### src/rtl/rgmii_rx_ctrl.sv
// RGMII receive controller: decodes IDDR Q1/Q2 nibbles into bytes, strips the
// preamble/SFD and streams frame bytes with last/error flags and frame counters.
module rgmii_rx_ctrl #(
  parameter int RST_CYCLES   = 16,
  parameter int MAX_PREAMBLE = 7
) (
  input  logic        clock,
  input  logic        reset_n,
  input  logic        enable,
  input  logic [4:0]  q1,
  input  logic [4:0]  q2,
  output logic        iddr_rst,
  output logic        iddr_ce,
  output logic [7:0]  m_data,
  output logic        m_valid,
  output logic        m_last,
  output logic        m_error,
  output logic [15:0] frame_count,
  output logic [15:0] err_count
);

  localparam int HCNT_W = (RST_CYCLES > 1) ? $clog2(RST_CYCLES) : 1;
  localparam int PCNT_W = $clog2(MAX_PREAMBLE + 1);
  localparam logic [HCNT_W-1:0] HOLD_LAST = HCNT_W'(RST_CYCLES - 1);
  localparam logic [PCNT_W-1:0] PCNT_MAX  = PCNT_W'(MAX_PREAMBLE);
  localparam logic [7:0] PRE_BYTE = 8'h55;
  localparam logic [7:0] SFD_BYTE = 8'hD5;

  typedef enum logic [2:0] {
    S_HOLD     = 3'd0,
    S_IDLE     = 3'd1,
    S_PREAMBLE = 3'd2,
    S_DATA     = 3'd3,
    S_DROP     = 3'd4
  } state_e;

  state_e state_q, state_d;

  logic [HCNT_W-1:0] hcnt_q, hcnt_d;
  logic [PCNT_W-1:0] pcnt_q, pcnt_d;
  logic              hold_full_q, hold_full_d;
  logic [7:0]        hold_data_q, hold_data_d;
  logic              sticky_q, sticky_d;
  logic [7:0]        m_data_q, m_data_d;
  logic              m_valid_q, m_valid_d;
  logic              m_last_q, m_last_d;
  logic              m_error_q, m_error_d;
  logic              iddr_rst_q, iddr_rst_d;
  logic              iddr_ce_q, iddr_ce_d;
  logic [15:0]       frame_count_q, frame_count_d;
  logic [15:0]       err_count_q, err_count_d;
  logic              frame_inc, err_inc;

  // Per-cycle decode: RX_CTL carries DV on the rising edge and DV^ER on the falling edge
  logic       dv, er;
  logic [7:0] rx_byte;
  logic       is_pre, is_sfd;

  assign dv      = q1[4];
  assign er      = q1[4] ^ q2[4];
  assign rx_byte = {q2[3:0], q1[3:0]};
  assign is_pre  = (rx_byte == PRE_BYTE);
  assign is_sfd  = (rx_byte == SFD_BYTE);

  always_ff @(posedge clock or negedge reset_n) begin
    if (!reset_n) begin
      state_q       <= S_HOLD;
      hcnt_q        <= '0;
      pcnt_q        <= '0;
      hold_full_q   <= 1'b0;
      sticky_q      <= 1'b0;
      m_data_q      <= 8'h00;
      m_valid_q     <= 1'b0;
      m_last_q      <= 1'b0;
      m_error_q     <= 1'b0;
      iddr_rst_q    <= 1'b1;
      iddr_ce_q     <= 1'b0;
      frame_count_q <= 16'h0000;
      err_count_q   <= 16'h0000;
    end else begin
      state_q       <= state_d;
      hcnt_q        <= hcnt_d;
      pcnt_q        <= pcnt_d;
      hold_full_q   <= hold_full_d;
      sticky_q      <= sticky_d;
      m_data_q      <= m_data_d;
      m_valid_q     <= m_valid_d;
      m_last_q      <= m_last_d;
      m_error_q     <= m_error_d;
      iddr_rst_q    <= iddr_rst_d;
      iddr_ce_q     <= iddr_ce_d;
      frame_count_q <= frame_count_d;
      err_count_q   <= err_count_d;
    end
  end

  // The held byte is only observed while hold_full_q is set, so it needs no reset
  always_ff @(posedge clock) begin
    hold_data_q <= hold_data_d;
  end

  always_comb begin
    state_d = state_q;
    case (state_q)
      S_HOLD: begin
        if (hcnt_q == HOLD_LAST) state_d = S_IDLE;
      end
      S_IDLE: begin
        if (enable && dv) state_d = is_pre ? S_PREAMBLE : S_DROP;
      end
      S_PREAMBLE: begin
        if (!dv)                               state_d = S_IDLE;
        else if (is_sfd)                       state_d = S_DATA;
        else if (is_pre && (pcnt_q < PCNT_MAX)) state_d = S_PREAMBLE;
        else                                   state_d = S_DROP;
      end
      S_DATA: begin
        if (!dv) state_d = S_IDLE;
      end
      S_DROP: begin
        if (!dv) state_d = S_IDLE;
      end
      default: state_d = S_HOLD;
    endcase
  end

  always_comb begin
    hcnt_d      = hcnt_q;
    pcnt_d      = pcnt_q;
    hold_full_d = hold_full_q;
    hold_data_d = hold_data_q;
    sticky_d    = sticky_q;
    m_data_d    = m_data_q;
    m_valid_d   = 1'b0;
    m_last_d    = 1'b0;
    m_error_d   = 1'b0;
    frame_inc   = 1'b0;
    err_inc     = 1'b0;
    case (state_q)
      S_HOLD: begin
        hcnt_d = (hcnt_q == HOLD_LAST) ? '0 : hcnt_q + 1'b1;
      end
      S_IDLE: begin
        hold_full_d = 1'b0;
        if (enable && dv) begin
          if (is_pre) pcnt_d = PCNT_W'(1);
          else        err_inc = 1'b1;
        end
      end
      S_PREAMBLE: begin
        if (dv) begin
          if (is_sfd)                             sticky_d = 1'b0;
          else if (is_pre && (pcnt_q < PCNT_MAX)) pcnt_d   = pcnt_q + 1'b1;
          else                                    err_inc  = 1'b1;
        end
      end
      S_DATA: begin
        if (dv) begin
          // One-byte skid so the final byte can be tagged once DV falls
          hold_data_d = rx_byte;
          hold_full_d = 1'b1;
          if (er) sticky_d = 1'b1;
          if (hold_full_q) begin
            m_valid_d = 1'b1;
            m_data_d  = hold_data_q;
          end
        end else begin
          hold_full_d = 1'b0;
          if (hold_full_q) begin
            m_valid_d = 1'b1;
            m_last_d  = 1'b1;
            m_error_d = sticky_q;
            m_data_d  = hold_data_q;
            if (sticky_q) err_inc   = 1'b1;
            else          frame_inc = 1'b1;
          end else begin
            err_inc = 1'b1;
          end
        end
      end
      default: ;
    endcase
  end

  assign iddr_rst_d    = (state_d == S_HOLD);
  assign iddr_ce_d     = (state_d != S_HOLD);
  assign frame_count_d = frame_count_q + {15'd0, frame_inc};
  assign err_count_d   = (err_inc && (err_count_q != 16'hFFFF)) ? err_count_q + 16'd1
                                                                 : err_count_q;

  assign iddr_rst    = iddr_rst_q;
  assign iddr_ce     = iddr_ce_q;
  assign m_data      = m_data_q;
  assign m_valid     = m_valid_q;
  assign m_last      = m_last_q;
  assign m_error     = m_error_q;
  assign frame_count = frame_count_q;
  assign err_count   = err_count_q;

endmodule

### config.mk
export PLATFORM = sky130hd
export DESIGN_NAME = rgmii_rx_ctrl
export DESIGN_NICKNAME = d
export VERILOG_FILES = /design/src/rtl/rgmii_rx_ctrl.sv
export SDC_FILE = /design/constraint.sdc
export NUM_CORES = 1
export LEC_CHECK = 0
export BUFFER_PORTS_ARGS = -buffer_cell sky130_fd_sc_hd__buf_2
export CAP_MARGIN = 5
export CORE_MARGIN = 1.5
export CORE_UTILIZATION = 45
export DETAILED_ROUTE_END_ITERATION = 6
export HOLD_SLACK_MARGIN = 0.1
export PLACE_DENSITY_LB_ADDON = 0.3
export SLEW_MARGIN = 10
export SYNTH_ARGS = -nofsm -noshare
export SYNTH_HDL_FRONTEND = slang
export SYNTH_SLANG_ARGS = --single-unit
### constraint.sdc
create_clock -name clock -period 5.9 [get_ports clock]
set_input_delay 0.295 -clock clock [delete_from_list [all_inputs] [get_ports clock]]
set_output_delay 0.295 -clock clock [all_outputs]
set_load 0.03 [all_outputs]
# Word level (Yosys, flattened, before mapping)
# Index checks and enable logic that the tools add are counted.
# op_classes
n_bitwise	1
shift	0
n_reduce_logical	14
addsub	4
n_mux	42
eq_ne	16
div	0
n_mul	0
n_lt_le_gt_ge	1
# op_table
op	n
3-bit 2-to-1 mux	12
1-bit 2-to-1 mux	24
16-bit by 1-bit adder with 16-bit output	1
16-bit by 1-bit adder with 16-bit output (second input constant)	1
16-bit != test (second input constant)	1
2-bit != test (second input constant)	8
3-bit case mux with 4 select lines	1
8-bit by 7-bit equality test with 1-bit output (second input constant)	1
8-bit equality test (second input constant)	1
3-bit by 2-bit equality test with 1-bit output (second input constant)	2
3-bit zero test	2
3-bit case mux with 2 select lines	1
6-bit AND reduction	1
2-bit nonzero test	3
5-bit AND reduction	1
4-bit by 1-bit adder with 4-bit output (second input constant)	1
4-bit equality test (second input constant)	1
4-bit 2-to-1 mux	1
1-bit case mux with 2 select lines	2
2-bit AND reduction	2
3-bit by 1-bit adder with 3-bit output (second input constant)	1
3-bit by 1-bit equality test with 1-bit output (second input constant)	1
3-bit equality test (second input constant)	1
1-bit logical AND	3
5 further kinds	5
# word_totals
latchBits	0
n_memories	0
word_cells	92
romBits	0
register_bits	65
input_bits	13
out_inout_bits	45
ram_bits	0

# Longest topological paths before layout
# Gate-level depths: netlist of the first run.
# logic_depth
ltp_word	7
ltp_mapped	10
ltp_nobuf	8

# Worst setup path before layout of the first run
# Ideal clock, no wire load.
# synth_path
path_type	register -> register
startpoint	reg state_q[2]
endpoint	reg frame_count_q[15], in the netlist frame_count[15]
setup_time_ps	133
n_path_buf	2
path_slack_ps	3671
arrival_ps	2097
path_stages_with_launch	11
synth_period_minus_slack_ps	2229
required_time_ps	5767
cell_sequence	dfrtp_1 buf_2 nor2b_1 nand3_1 clkbuf_1 nor3_1 ha_1 and4_1 and3_1 nand3_1 xnor2_1
# synth_via
elab_chain_len	3
# synth_lines
element	line_no	source
start, declared	37	state_e state_q, state_d;
start signal, assigned	81	state_q <= state_d;
3-bit by 2-bit equality test with 1-bit output	139	case (state_q)
1-bit 2-to-1 mux	139	
16-bit by 1-bit adder with 16-bit output	187	assign frame_count_d = frame_count_q + {15'd0, frame_inc};
via frame_count_d[15]	50	logic [15:0] frame_count_q, frame_count_d;
end signal, assigned	92	frame_count_q <= frame_count_d;
end, declared	50	
# The timed path passes the listed nets, and every way through them passes these cells.
# A chain may end at the register's enable or synchronous reset.

# Worst setup path after layout of the first run
# layout_path
startpoint	reg state_q[1]
endpoint	reg frame_count_q[15], in the netlist frame_count[15]
# The elaborated chain is that of the path after synthesis.

==> impl_metrics.json, run 1 <==
{
  "outcome": "finished, final reports clean",
  "num-fill-cells": 549,
  "tightest_slew_ps": 712,
  "clock-root-buffer": "clkbuf_8",
  "path_cells": "nor2b_1 > nand3_1 > nor3_1 > ha_1 > and4_1 > and3_1 > nand3_1 > xnor2_1",
  "clockBufferDepth": 2,
  "seq_area_frac_synth_pct": 56.3,
  "cts_setup_buffers": 0,
  "cts_buffers": 9,
  "vias_per_cell": 5.28,
  "wirelength_um": 5340,
  "cp_common_cell": "nand3_1",
  "synth_cell_type_count": 49,
  "place_ws_ps": 3260,
  "coreArea_um2": 6350,
  "cp-end-kind": "flop",
  "area_delta_synth_final_pct": 17.0,
  "fin_ws_ps": 3260,
  "worstPathRequired_ps": 6130,
  "insertion_delay_ps": 340,
  "ir_worst_vdd_v": 0.000216,
  "rsz0062_at_grt": "no",
  "tns_ps": 0,
  "finalMaxSlewViolations": 0,
  "drive_gt1_share_pct": 29.7,
  "fmax_mhz": 378,
  "startpoint_type": "flop",
  "initial_core_util_pct": 46.7,
  "drc": 0,
  "die_w_um": 84.2,
  "postRouteAntennaNets": 0,
  "p_total_mw": 1.07,
  "cts_tree": "built",
  "die-area_um2": 7080,
  "via_count": 2058,
  "clock_sinks": 65,
  "first_iter_violations": 79,
  "gp_congestion": 0.775,
  "power.leakage_nw": 1.77,
  "io_buffers": 57,
  "max_slew_margin_pct": 52.4,
  "crit_arrival_ps": 2870,
  "yosysTopAreaCellShare_pct": 47.3,
  "syn_nets": 264,
  "grt_max_degree": 58,
  "ios": 58,
  "grt_pass1_wl_um": 9280,
  "synthCells": 246,
  "slowest_delay_ps": 530,
  "synth_top_cells_by_area": "dfrtp_1 47%, edfxtp_1 8.1%, xnor2_1 7.1%",
  "fin_nets": 327,
  "cts_resized": 0,
  "first_pass_iters": 4,
  "maxCapViolCount": 0,
  "syn_area_um2": 2960,
  "critical_path_class": "reg2reg",
  "cellPowerDensity_nw_per_um2": 309,
  "crit_slowest_cell": "dfrtp_1",
  "dp_hpwl_um": 3740,
  "cts_max_level": 3,
  "cts_hold_buf": 0,
  "wire_per_inst_um": 13.7,
  "overflow": 0,
  "crit_fanout": 11,
  "post-route-min-period_ps": 2640,
  "antenna_cells": 0,
  "clk_pin_slew_worst_paths_ps": 70,
  "hold_viol": 0,
  "avgSynthCellArea_um2": 12.0,
  "ys_seq_elements": 65,
  "skew_ps": 7.75,
  "antenna_found_initial": 0,
  "period_share_pct": 44.8,
  "yosysWarnings": 0,
  "yosys.area.top_type": "dfrtp_1",
  "core.rowCount": 29,
  "setup_violations": 0,
  "hold_class": "in2async",
  "track_usage_pct": 16.7,
  "first_global_vias": 2005,
  "die_h_um": 84.2
}
## through the flow
stage / utilization, % / cells / instance area, µm² / hold slack [ps]
6_report: 54.6 / 390 / 3470 / 95.1
5_1_grt: 54.6 / 390 / 3470 / 133
4_1_cts: 54.6 / 390 / 3470 / 119
3_5_place_dp: 52.1 / 375 / 3310 / 464
3_3_place_gp: 52.1 / 375 / 3310 / 458
2_1_floorplan: - / 246 / 2960 / -0.591
## per-layer routing
layer	global-route usage [%]	vias to the layer above	wire, µm
met4	8.05	0	106
met1	21.9	1002	2480
met5	0	-	0
li1	-	1003	-
met3	4.52	9	244
met2	25.8	44	2510
## area by class of cell
cell class | count | area, µm² | share of cell area [%]
clock buffers | 12 | 145 | 4.18
clock inverters | 3 | 17.5 | 0.505
inverters | 8 | 30.0 | 0.866
multi-input cells | 167 | 1220 | 35.1
flip-flops and latches | 65 | 1670 | 48.1
well taps | 77 | 96.3 | 2.78
repair buffers | 58 | 293 | 8.44
## cells in the final DEF (no fill, tap or decap), drive strengths merged, types with 4 or more instances in the layout
cell type,count
and3,10
clkbuf,12
inv,8
edfxtp,8
nand2,20
o31ai,4
ha,5
xor2,6
xnor2,24
o21ai,4
dfrtp,56
nand4,9
nor2,11
buf,58
nand3,20
nand2b,5
nor3,4
mux2,11
## power by group
part           switching (mW)  internal (mW)  total [mW]  leakage, nW
Clock                   0.161          0.160       0.321       0.0822
Sequential             0.0507          0.496       0.547        0.840
Combinational           0.117         0.0885       0.206        0.844
Total                   0.328          0.745        1.07         1.77
## kinds of logic after synthesis
group | count (synthesis) | share of synthesized area (%)
mux | 13 | 5.11
buf+inv | 14 | 2.62
xor+xnor | 30 | 8.86
simple gates | 97 | 18.9
compound gates | 22 | 6.16
flops | 65 | 56.3
fa+ha+maj | 5 | 2.11
## flip-flops by register name, indices dropped and copies added, names as in the netlist
name	count
iddr_rst	1
frame_count	16
sticky_q	1
m_data	8
hold_full_q	1
hcnt_q	4
err_count	16
iddr_ce	1
state_q	3
m_valid	1
hold_data_q	8
pcnt_q	3
m_error	1
m_last	1
## cell usage after synthesis, drive strengths merged
master	n
and3b	1
buf	5
mux2	11
nand2	20
o22ai	2
nor4b	1
nand3b	2
and2	2
a22o	1
dfrtp	56
or4	1
mux2i	2
and4b	2
inv	8
a31oi	1
nor3b	2
nor3	4
nor2	11
xor2	6
a2bb2oi	1
o31ai	4
a211o	2
and4	3
o21ai	4
and3	10
a2bb2o	1
nand4	9
ha	5
clkbuf	1
xnor2	24
nand2b	5
a221oi	1
or2	1
a41oi	1
nand3	20
edfxtp	8
dfstp	1
o2111a	1
a21oi	3
nor2b	3
## critical path, delay by kind of cell (launching register included)
family | cells | cell delay [ps]
fa+ha+maj | 1 | 260
flops | 1 | 530
xor+xnor | 1 | 130
simple gates | 6 | 1610
## final timing paths
check,cells past startpoint,slack [ps],endpoint,start
min in group clock,1,140,hold_data_q[4],q2[0]
hold reg to reg,1,470,frame_count[15],frame_count[15]
hold / removal,2,100,m_data[1],reset_n
max in group asynchronous,2,5340,frame_count[3],reset_n
setup reg to reg,8,3260,frame_count[15],state_q[1]
setup / recovery,8,3260,frame_count[15],state_q[1]
Note: power is estimated with default switching activity, not from simulation.
==> run 2, diff against run 1 <==
Settings changed: ABC_AREA set to 1.
Clock period 5.9 ns to 2.2 ns, I/O delays scaled along.
==> run 2 against run 1 <==
  * Flip-flop and latch count unchanged
  * Design area increased by 17%
  * Core utilization increased by 4.7 points
  * Critical path depth increased by 6
  * Die area increased by 7.4%
  * Total power increased to 3.1 times the previous value
  * Largest cell class unchanged
==> impl_metrics.json, run 2 <==
{
  "outcome": "finished, final reports clean",
  "gp_congestion": 0.821,
  "core.rowCount": 30,
  "fin_util_pct": 59.3,
  "syn_area_um2": 3190,
  "skew_ps": 11.0,
  "io_buffers": 57,
  "wirelength_um": 6380,
  "slowest_delay_ps": 390,
  "max_slew_margin_pct": 76.1,
  "ios": 58,
  "ys_top_cells_by_count": "127 x nand2_1, 56 x dfrtp_1, 39 x inv_1, 29 x nand3_1, 18 x nor2_1",
  "die_h_um": 87.2,
  "critical_path_class": "reg2reg",
  "grt_max_degree": 29,
  "ys_seq_elements": 65,
  "hold_class": "in2async",
  "clock-root-buffer": "clkbuf_8",
  "area_delta_synth_final_pct": 26.9,
  "vias_per_cell": 4.69,
  "die_w_um": 87.2,
  "cpLargestDelayFamily": "simple AND/OR/NAND/NOR gates",
  "ys.flop_type": "dfrtp_1",
  "synth_edf_count": 8,
  "seq_area_frac_synth_pct": 52.2,
  "wl_met1_um": 2970,
  "crit_arrival_ps": 2390,
  "final_cells": 547,
  "yosysWarnings": 0,
  "cellPowerDensity_nw_per_um2": 811,
  "p_total_mw": 3.29,
  "crit_slowest_cell": "dfrtp_1",
  "wire_per_inst_um": 11.7,
  "dp.cells": 518,
  "power.leakage_nw": 2.10,
  "cts_buffers": 9,
  "syn_nets": 379,
  "synth.most_common_cell": "nand2_1",
  "via_count": 2564,
  "fin_nets": 464,
  "clock_sinks": 65,
  "setup_violations": 0,
  "cp-end-kind": "flop",
  "coreArea_um2": 6830,
  "hold_viol": 0,
  "maxCapViolCount": 0,
  "synth_cell_type_count": 32,
  "antenna_cells": 0,
  "clockBufferDepth": 2,
  "antenna_found_initial": 0,
  "async_flop_share_pct": 87.7,
  "worst-r2r-setup-slack_ps": 50,
  "first_global_vias": 2429,
  "drive_gt1_share_pct": 27.1,
  "topRoutingLayerUsed": "met4",
  "cp_common_cell": "nand2_1",
  "postRouteAntennaNets": 0,
  "layout_common_cells": "125 x nand2_1, 57 x buf_2, 56 x dfrtp_1",
  "r2r_end": "frame_count[14]",
  "fmax_mhz": 465,
  "period_share_pct": 97.7,
  "synthCells": 361,
  "rsz0062_at_grt": "yes",
  "insertion_delay_ps": 340,
  "layout_commonest_cell": "nand2_1",
  "num-fill-cells": 625,
  "r2r-start": "state_q[2]",
  "first_pass_iters": 4,
  "initial_core_util_pct": 46.7,
  "ff2ff_path_depth": 14,
  "path_buf_inv": 2,
  "cts_max_level": 3,
  "ir_worst_vdd_v": 0.000534,
  "dp_hpwl_um": 4460,
  "met3WireLength_um": 280,
  "avgSynthCellArea_um2": 8.85,
  "post-route-min-period_ps": 2150,
  "first_iter_violations": 107,
  "startpoint_type": "flop",
  "die-area_um2": 7610,
  "crit_fanout": 3,
  "wl_met2_um": 3050,
  "grt_pass1_wl_um": 10400,
  "synth_top_cells_by_area": "dfrtp_1 44%, nand2_1 15%, edfxtp_1 7.5%",
  "track_usage_pct": 17.7,
  "drc": 0,
  "finalMaxSlewViolations": 0,
  "overflow": 0,
  "cts_tree": "built",
  "tightest_slew_ps": 358,
  "worstPathRequired_ps": 2440,
  "path_cells": "inv_2 > nand2_4 > nor2_4 > inv_2 > nor4_4 > ha_2 > ha_4 > nand4_1 > nor2_2 > nand2_2 > nor2_4 > nand2_1 > nand2_1 > nand2_1",
  "yosysTopAreaCellShare_pct": 43.9,
  "clk_pin_slew_worst_paths_ps": 80,
  "yosys.area.top_type": "dfrtp_1"
}
run 2: cell types whose count changed after synthesis, sizes merged, moves of 10 or more:
| cell | previous run | this run |
|---|---|---|
| mux2 | 11 | 0 |
| nand3 | 20 | 36 |
| inv | 8 | 43 |
| xnor2 | 24 | 5 |
| and3 | 10 | 0 |
| nand2 | 20 | 131 |
| nor2 | 11 | 33 |
run 2: how the worst max path moves through the flow:
stage               start               to  slack (ps)  cells after the start
6_report       state_q[2]  frame_count[14]          50                     14
5_1_grt        state_q[2]  frame_count[14]        -140                     14
4_1_cts        state_q[2]  frame_count[14]          50                     14
3_5_place_dp   state_q[2]  frame_count[14]         -40                     14
3_3_place_gp   state_q[2]  frame_count[14]          50                     14
2_1_floorplan  state_q[2]  frame_count[14]         120                     14
run 2: area by class of cell:
type                    instances  area (µm²)  share of cell area (%)
flip-flops and latches         65        1670                    41.2
well taps                      96         120                    2.96
inverters                      43         161                    3.98
repair buffers                 76         455                    11.2
clock buffers                   9         124                    3.06
clock inverters                 7         119                    2.93
multi-input cells             251        1410                    34.7
run 2: logic make-up after synthesis:
family                     after synthesis  synth area share [%]
and+or+nand+nor                        216                  32.7
AOI/OAI and AO/OA                       11                  2.12
buffers and inverters                   45                  5.76
adders and majority gates                5                  1.96
xor gates and xnor gates                19                  5.21
DFF                                     65                  52.2
run 2: power breakdown:
part / switching (mW) / total [mW] / internal [mW]
logic: 0.432 / 0.641 / 0.209
clock network: 0.470 / 1.22 / 0.752
registers: 0.0895 / 1.42 / 1.34
total: 0.992 / 3.29 / 2.30
run 2: routing by layer:
layer / global-route usage (%) / vias up
li1: - / 1310
met1: 22.3 / 1190
met2: 29.0 / 55
met3: 3.89 / 9
met4: 8.37 / 0
met5: 0 / -
run 2: timing repair:
| item | 4_1_cts | 5_1_grt |
|---|---|---|
| endpoints found under the setup margin | 2 | 6 |
| pin swaps | 0 | 8 |
| hold buffers | 11 | 0 |
| gates resized for setup | 1 | 12 |
| setup buffers | 0 | 2 |
| hold endpoints to repair | 40 | 0 |
run 2: metrics by stage:
| step | hold slack [ps] | worst slack (ps) | TNS, ps | cell area, µm² |
|---|---|---|---|---|
| after floorplan | -186 | 115 | 0 | 3190 |
| after global placement | 40.6 | 50.6 | 0 | 3620 |
| after detailed placement | 43.5 | -36.7 | -36.7 | 3620 |
| after CTS | 193 | 53.2 | 0 | 3980 |
| after global routing | 225 | -136 | -317 | 4050 |
| final | 206 | 49.5 | 0 | 4050 |
==> run 3, diff against run 2 <==
Settings changed: CELL_PAD_IN_SITES_DETAIL_PLACEMENT set to 1, CELL_PAD_IN_SITES_GLOBAL_PLACEMENT set to 2, CORE_UTILIZATION 45 to 30.
==> run 3 against run 2 <==
  * Wire length increased by 20%
  * Worst setup slack improved by 14 ps
  * Critical path depth grew 1
  * Maximum frequency up 0.65%
  * Final cell count increased by 8.6%
  * Flip-flop and latch count did not move
  * Sequential share of layout area decreased by 0.71 points
  * Die area increased by 48%
  * First-iteration DRC count down 16%
  * Clock skew about the same
==> impl_metrics.json, run 3 (synthesized netlist as in run 2, its figures left out) <==
{
  "die_h_um": 106,
  "core.rowCount": 37,
  "power.leakage_nw": 2.12,
  "fmax_mhz": 468,
  "final_area_um2": 4120,
  "post-route-min-period_ps": 2140,
  "skew_ps": 10.6,
  "hold_viol": 0,
  "cellPowerDensity_nw_per_um2": 778,
  "via_count": 2633,
  "fin_nets": 471,
  "antenna_found_initial": 0,
  "wire_per_inst_um": 12.9,
  "rsz0062_at_grt": "yes",
  "gp_congestion": 0.742,
  "grt_max_degree": 34,
  "min_path_cells": 5,
  "setup_violations": 0,
  "ir_worst_vdd_v": 0.000317,
  "cts_max_level": 3,
  "startpoint_type": "flop",
  "critical_path_class": "reg2reg",
  "cp-end-kind": "flop",
  "dp_hpwl_um": 5580,
  "cts_buffers": 9,
  "coreArea_um2": 10300,
  "die-area_um2": 11300,
  "outcome": "finished, final reports clean",
  "worstPathRequired_ps": 2440,
  "path_cells": "inv_2 > nand2_4 > nor2_4 > inv_4 > nor4_4 > ha_2 > buf_4 > ha_4 > nand4_1 > nor2_2 > nand2_2 > nor2_4 > nand2_1 > nand2_1 > nand2_1",
  "tns_ps": 0,
  "maxCapViolCount": 0,
  "crit_slowest_cell": "dfrtp_1",
  "tightest_slew_ps": 804,
  "placed_cell_area_um2": 3690,
  "io_buffers": 57,
  "track_usage_pct": 14.7,
  "finalMaxSlewViolations": 0,
  "drive_gt1_share_pct": 27.9,
  "antenna_cells": 0,
  "clock-root-buffer": "clkbuf_8",
  "crit_arrival_ps": 2380,
  "clk_pin_slew_worst_paths_ps": 80,
  "grt_pass1_wl_um": 12900,
  "insertion_delay_ps": 350,
  "first_global_vias": 2646,
  "max_slew_margin_pct": 46.4,
  "ios": 58,
  "clockBufferDepth": 2,
  "overflow": 0,
  "initial_core_util_pct": 30.9,
  "cp_common_cell": "nand2_1",
  "drc": 0,
  "die_w_um": 106,
  "wirelength_um": 7670,
  "slowest_delay_ps": 390,
  "period_share_pct": 97.1,
  "ff2ff_path_depth": 15,
  "num-fill-cells": 1224,
  "postRouteAntennaNets": 0,
  "fin_util_pct": 39.9,
  "cts_tree": "built",
  "layout_common_cells": "125 x nand2_1, 57 x buf_2, 56 x dfrtp_1",
  "vias_per_cell": 4.43,
  "first_iter_violations": 90,
  "clock_sinks": 65,
  "crit_fanout": 5,
  "first_pass_iters": 4,
  "layout_commonest_cell": "nand2_1",
  "area_delta_synth_final_pct": 29.2,
  "hold_class": "in2reg"
}
==> run 3: cell types whose count changed in the layout (fill, tap and decap cells not counted) <==
| cell | change |
|---|---|
| buf_4 | +7 |
| clkinv_2 | +2 |
| clkinv_4 | -2 |
| bufinv_16 | -1 |
| clkinv_1 | +1 |
| inv_2 | -1 |
| inv_4 | +1 |
==> run 3: per-stage QoR <==
step / hold WS (ps) / total power [mW] / setup slack (ps) / cells
4_1_cts: 174 / 3.21 / 15.1 / 587
2_1_floorplan: -186 / 1.89 / 115 / 361
6_report: 195 / 3.21 / 63.5 / 594
3_3_place_gp: 245 / 2.05 / 43.6 / 560
5_1_grt: 253 / 3.42 / -153 / 594
3_5_place_dp: 248 / 2.07 / -27.0 / 560
==> run 3: path summary, 6_finish.rpt <==
path / start / end / slack (ps)
min in group asynchronous: reset_n / iddr_ce / 390
max reg2reg: state_q[2] / frame_count[14] / 60
max in group asynchronous: reset_n / err_count[0] / 1090
max: state_q[2] / frame_count[14] / 60
min: enable / state_q[1] / 190
min reg2reg: hold_data_q[7] / m_data[7] / 460
==> run 3: metal layers <==
metal / share of wire (%) / vias to the layer above / wire (µm) / track usage (%)
met5: 0 / - / 0 / 0
met4: 2.0 / 0 / 155 / 7.92
met3: 3.3 / 12 / 256 / 2.88
met2: 48 / 37 / 3640 / 23.0
met1: 47 / 1266 / 3610 / 19.1
li1: - / 1318 / - / -
==> run 3: timing repair <==
action                                  in CTS  in global routing
endpoints found under the setup margin       2                  4
pin swaps                                    0                  9
resized for setup                            2                 12
endpoints found under the hold margin       41                  0
setup buffers                                0                  7
hold buffers                                11                  0
==> run 3: area by class of cell <==
cell class / instances / area (µm²) / share of cell area [%]
Sequential cell: 65 / 1670 / 40.4
Multi-Input combinational cell: 251 / 1410 / 34.1
Timing Repair Buffer: 83 / 508 / 12.3
Tap cell: 136 / 170 / 4.13
Inverter: 43 / 164 / 3.97
Clock buffer: 9 / 124 / 3.00
Clock inverter: 7 / 85.1 / 2.06
==> run 3: worst max-delay path: cells and delay by family (launching register included) <==
kind | cells | cell delay, ps
simple gates | 10 | 990
fa+ha+maj | 2 | 350
buf+inv | 3 | 280
flops | 1 | 390
==> run 3: power breakdown <==
group	internal, mW	switching, mW
Clock	0.626	0.480
Sequential	1.34	0.0887
Combinational	0.232	0.445
Total	2.19	1.01
